--- src/rtl/led_pattern_sequencer.sv ---
// rtl/led_pattern_sequencer.sv - four-LED animated pattern sequencer with prescaled step ticks
//
// Purpose:
//   Drives LED1..LED4 with one of four animations (COUNT, ROTATE, BOUNCE,
//   BLINK). A prescaler divides clk by DIV to produce pattern advances, and
//   a two-state FSM (IDLE/RUN) starts and stops the animation on command.
//
// Ports:
//   clk        in   system clock
//   rstn       in   asynchronous active-low reset
//   mode[1:0]  in   pattern select, latched only when a start is accepted
//   start      in   single-cycle request to begin animation (ignored in RUN)
//   stop       in   single-cycle request to end animation (wins over start)
//   LED1..4    out  pattern bits 0..3 (registered)
//   busy       out  high while in RUN (registered)
//   step       out  high during the cycle in which the pattern advances at
//                   the next edge (registered)

module led_pattern_sequencer #(
  parameter int DIV   = 2500000,
  parameter int CNT_W = 22
) (
  input  logic       clk,
  input  logic       rstn,
  input  logic [1:0] mode,
  input  logic       start,
  input  logic       stop,
  output logic       LED1,
  output logic       LED2,
  output logic       LED3,
  output logic       LED4,
  output logic       busy,
  output logic       step
);

  typedef enum logic {
    IDLE = 1'b0,
    RUN  = 1'b1
  } state_t;

  localparam logic [1:0] MODE_COUNT  = 2'd0;
  localparam logic [1:0] MODE_ROTATE = 2'd1;
  localparam logic [1:0] MODE_BOUNCE = 2'd2;
  localparam logic [1:0] MODE_BLINK  = 2'd3;

  localparam logic [CNT_W-1:0] CNT_LAST = CNT_W'(DIV - 1);

  state_t           state_q, state_d;
  logic [CNT_W-1:0] cnt_q, cnt_d;
  logic [3:0]       p_q, p_d;
  logic [1:0]       mode_q, mode_d;
  logic             dir_up_q, dir_up_d;
  logic             busy_q, busy_d;
  logic             step_q, step_d;

  function automatic logic [3:0] init_pattern(input logic [1:0] m);
    case (m)
      MODE_COUNT:  return 4'b0000;
      MODE_ROTATE: return 4'b0001;
      MODE_BOUNCE: return 4'b0001;
      default:     return 4'b1111;
    endcase
  endfunction

  always_comb begin
    state_d  = state_q;
    cnt_d    = cnt_q;
    p_d      = p_q;
    mode_d   = mode_q;
    dir_up_d = dir_up_q;

    case (state_q)
      IDLE: begin
        p_d   = 4'b0000;
        cnt_d = '0;
        // stop has priority, so start+stop together leaves us in IDLE
        if (start && !stop) begin
          state_d  = RUN;
          mode_d   = mode;
          dir_up_d = 1'b1;
          p_d      = init_pattern(mode);
        end
      end

      RUN: begin
        if (stop) begin
          // stop beats a coincident tick: no final advance
          state_d  = IDLE;
          p_d      = 4'b0000;
          cnt_d    = '0;
          dir_up_d = 1'b1;
        end else if (cnt_q == CNT_LAST) begin
          cnt_d = '0;
          case (mode_q)
            MODE_COUNT:  p_d = p_q + 4'd1;
            MODE_ROTATE: p_d = {p_q[2:0], p_q[3]};
            MODE_BOUNCE: begin
              // direction flips on the advance that lands on an end bit
              if (dir_up_q) begin
                p_d = {p_q[2:0], 1'b0};
                if (p_q[2]) dir_up_d = 1'b0;
              end else begin
                p_d = {1'b0, p_q[3:1]};
                if (p_q[1]) dir_up_d = 1'b1;
              end
            end
            default:     p_d = ~p_q;
          endcase
        end else begin
          cnt_d = cnt_q + CNT_W'(1);
        end
      end

      default: begin
        state_d = IDLE;
        p_d     = 4'b0000;
        cnt_d   = '0;
      end
    endcase
  end

  // step marks the cycle whose closing edge advances the pattern; with
  // DIV=1 the counter sits at CNT_LAST permanently, so step stays high.
  assign busy_d = (state_d == RUN);
  assign step_d = (state_d == RUN) && (cnt_d == CNT_LAST);

  always_ff @(posedge clk or negedge rstn) begin
    if (!rstn) begin
      state_q  <= IDLE;
      cnt_q    <= '0;
      p_q      <= 4'b0000;
      mode_q   <= 2'd0;
      dir_up_q <= 1'b1;
      busy_q   <= 1'b0;
      step_q   <= 1'b0;
    end else begin
      state_q  <= state_d;
      cnt_q    <= cnt_d;
      p_q      <= p_d;
      mode_q   <= mode_d;
      dir_up_q <= dir_up_d;
      busy_q   <= busy_d;
      step_q   <= step_d;
    end
  end

  assign LED1 = p_q[0];
  assign LED2 = p_q[1];
  assign LED3 = p_q[2];
  assign LED4 = p_q[3];
  assign busy = busy_q;
  assign step = step_q;

endmodule

--- config.mk ---
export PLATFORM = sky130hd
export DESIGN_NAME = led_pattern_sequencer
export DESIGN_NICKNAME = d
export VERILOG_FILES = /design/src/rtl/led_pattern_sequencer.sv
export SDC_FILE = /design/constraint.sdc
export NUM_CORES = 1
export LEC_CHECK = 0
export ABC_AREA = 1
export BUFFER_PORTS_ARGS = -buffer_cell sky130_fd_sc_hd__buf_2
export CELL_PAD_IN_SITES_DETAIL_PLACEMENT = 0
export CELL_PAD_IN_SITES_GLOBAL_PLACEMENT = 1
export CORE_MARGIN = 10
export CORE_UTILIZATION = 47
export CTS_CLUSTER_DIAMETER = 50
export DETAILED_ROUTE_END_ITERATION = 16
export MAX_ROUTING_LAYER = met4
export PLACE_DENSITY_LB_ADDON = 0.25
export SKIP_LAST_GASP = 1
export SYNTH_ARGS = -nofsm -noshare
export SYNTH_HDL_FRONTEND = slang
export SYNTH_SLANG_ARGS = --single-unit
export TNS_END_PERCENT = 10
--- constraint.sdc ---
create_clock -name clk -period 4.3 [get_ports clk]
set_input_delay 0.43 -clock clk [delete_from_list [all_inputs] [get_ports clk]]
set_output_delay 0.43 -clock clk [all_outputs]
set_load 0.03 [all_outputs]
==> results.yml <==
setup_path:
  cp_slowest_stage_delay_ns: 0.44
  startpoint_type: "flop"
  cp_slowest_cell: "dfrtp_1"
  cp_max_fo: 21
  crit_path_end_kind: "flop"
  cp_num_buf_inv: 1
  critical-path-top-delay-family: "simple AND/OR/NAND/NOR gates"
  arrival_ns: 2.21
  cp_cell_sequence: "ha_1 > nand3_2 > nor2_1 > nand3_1 > nand2_2 > inv_2 > a31oi_1 > a22oi_1"
  reg2regPathDepth: 8
  regToRegSetupSlack_ns: 2.24
  crit_cells: 8
  crit_end: "p_q[2]"
  crit_path_start: "cnt_q[0]"
  regToRegEndpoint: "p_q[2]"
  worstReg2RegStart: "cnt_q[0]"
  criticalPathCategory: "flop to flop"
  cp_data_required_time_ns: 4.46
placement:
  portBuffers: 11
  post-place-ws_ns: 2.25
  gp_congestion: 0.853
  dp_hpwl_mm: 3.67
  placed_cell_area_mm2: 0.00212
sta:
  slew_violations: 0
  rsz0062_at_grt: "no"
  finalHoldViolCount: 0
  fin_crit_sh_pct: 47.8
  relSlewSlack_pct: 53.2
  fin_setup_tns_ns: 0
  skew_ns: 0.00825
  setup_viol: 0
  tightestPinTransition_ns: 0.702
  fmaxAchievable_ghz: 0.486
  setup_slack_ns: 2.24
  min_period_ns: 2.06
clock_tree:
  cts_sinks: 31
  cts_tree: "built"
  postCtsSetupBuffers: 0
  cts_buffers: 5
  htreeDepth: 2
  clockBufferDepth: 2
  clk_pin_slew_ns: 0.07
  hold_buffers: 0
  cts_resized: 0
  cts_root_buf: "clkbuf_8"
  clk_latency_ns: 0.29
logic_synthesis:
  syn_inst: 295
  ys_seq_area_share_pct: 38.6
  synth_nets: 304
  synth_cell_types: 32
  ys_warn_count: 0
  avgSynthCellArea_um2: 6.83
  synth_seq_cells: 31
  netlist_area_mm2: 0.00201
cells_and_area:
  nets: 320
  stdcell_area_mm2: 0.00223
  fill_cells: 414
  area_growth_pct: 10.9
  final_layout_size_suffix_gt1_share_pct: 12.8
  n_antenna_cell: 0
route:
  avgRoutedWirePerCell_um: 13.1
  drt-initial-drc-count: 85
  drt-pass1-iter-count: 4
  num_vias: 1875
  detail-route-antenna-nets: 0
  finalWirelength_mm: 4.76
  route.detailed.drc: 0
  via_per_inst: 5.18
grt:
  grt_first_pass_wirelength_mm: 8.47
  grt_overflow_total: 0
  grt_antenna_before_repair: 0
  grt_usage_pct: 14.2
  grt_max_degree: 32
  grt_pass1_vias: 1893
floorplanning:
  core-area_mm2: 0.00409
  chipWidth_um: 85.5
  start_util_pct: 49.3
  die_area_mm2: 0.00730
  io_pins: 12
  die_h_um: 85.5
  rows: 23
run_status:
  status: "completed"
power_and_ir_drop:
  ir_drop_mv: 0.267
  power.total_uw: 731
  cellLeakagePower_nw: 1.08
  power_density_mw_per_mm2: 327
job:
  drv_cap: 0
hold_path:
  hp-class: "input port to async pin"
per-stage QoR:
| step | cells | hold slack (ns) | utilization [%] |
|---|---|---|---|
| global placement | 354 | 0.504 | 51.8 |
| detailed placement | 354 | 0.507 | 51.8 |
| CTS | 362 | 0.215 | 54.7 |
| floorplan | 295 | 0.134 | - |
| finish | 362 | 0.187 | 54.7 |
| global route | 362 | 0.238 | 54.7 |
where the power goes:
part	switching (mW)	leakage, nW	internal, mW	total [mW]
Sequential	0.0232	0.419	0.307	0.330
Clock	0.115	0.0612	0.187	0.303
Combinational	0.0663	0.604	0.0321	0.0984
cells in the mapped netlist:
cell type  count  area, um^2
a21oi_1        7        35.0
a21oi_2        1        8.76
a22oi_1        3        22.5
a31oi_1        1        6.26
a41oi_1        1        8.76
and2_1         1        6.26
buf_2          1        5.00
buf_6          1        11.3
dfrtp_1       30         751
dfstp_2        1        26.3
ha_1           3        37.5
inv_1         45         169
inv_2          2        7.51
nand2_1       73         274
nand2_2        3        18.8
nand3_1       27         135
nand3_2        3        30.0
nand3b_1       2        15.0
nand4_1        4        25.0
nor2_1        52         195
nor2_2         6        37.5
nor3_1         3        15.0
o211ai_1       4        30.0
o21a_1         1        7.51
o21ai_0        7        35.0
o21ai_1        2        10.0
o21ai_2        1        8.76
o21bai_1       2        15.0
o22ai_1        1        6.26
or2_2          3        18.8
xnor2_2        1        16.3
xor2_1         3        26.3
worst min path at each step:
stage	start	end	slack (ns)
after CTS	rstn	cnt_q[19]	0.21
after global routing	rstn	cnt_q[19]	0.24
after floorplan	rstn	busy	0.13
after global placement	dir_up_q	dir_up_q	0.50
final	rstn	cnt_q[19]	0.19
after detailed placement	dir_up_q	dir_up_q	0.51
worst register-to-register path, cell delays in order, from the launching register on:
cell and delay, ns:
dfrtp_1 0.44, ha_1 0.21, nand3_2 0.11, nor2_1 0.13
nand3_1 0.10, nand2_2 0.35, inv_2 0.18, a31oi_1 0.29
a22oi_1 0.12
final cells by class:
| cell class | instances | area (um^2) | share of cell area [%] |
|---|---|---|---|
| multi-input cells | 215 | 1040 | 46.8 |
| clock inverters | 2 | 35.0 | 1.57 |
| well taps | 50 | 62.6 | 2.80 |
| flip-flops and latches | 31 | 777 | 34.8 |
| repair buffers | 11 | 55.1 | 2.46 |
| clock buffers | 6 | 82.6 | 3.70 |
| inverters | 47 | 176 | 7.90 |
placed cells by master (no fill, tap or decap), types with 2 or more instances in the layout:
master	n
nand2_1	73
nor2_1	52
inv_1	45
dfrtp_1	30
nand3_1	27
buf_2	11
a21oi_1	7
o21ai_0	7
nor2_2	6
clkbuf_8	6
nand4_1	4
o211ai_1	4
nand3_2	3
nand2_2	3
or2_2	3
nor3_1	3
xor2_1	3
a22oi_1	3
ha_1	3
inv_2	2
nand3b_1	2
o21ai_1	2
o21bai_1	2
registers in the layout (all words and copies together), names as in the netlist:
name,cells
cnt_q,22
mode_q,2
step,1
dir_up_q,1
p_q,4
busy,1
logic make-up after synthesis:
group | synth area share, %
compound gates | 9.63
buf+inv | 9.56
xor+xnor | 2.11
flops | 38.6
simple gates | 38.3
fa+ha+maj | 1.86
layer usage:
layer | GRT usage, % | routed length (um)
met5 | - | 0
met4 | 4.34 | 60
met3 | 2.96 | 141
met2 | 22.6 | 2270
met1 | 17.4 | 2280
(Power assumes the default switching activity.)
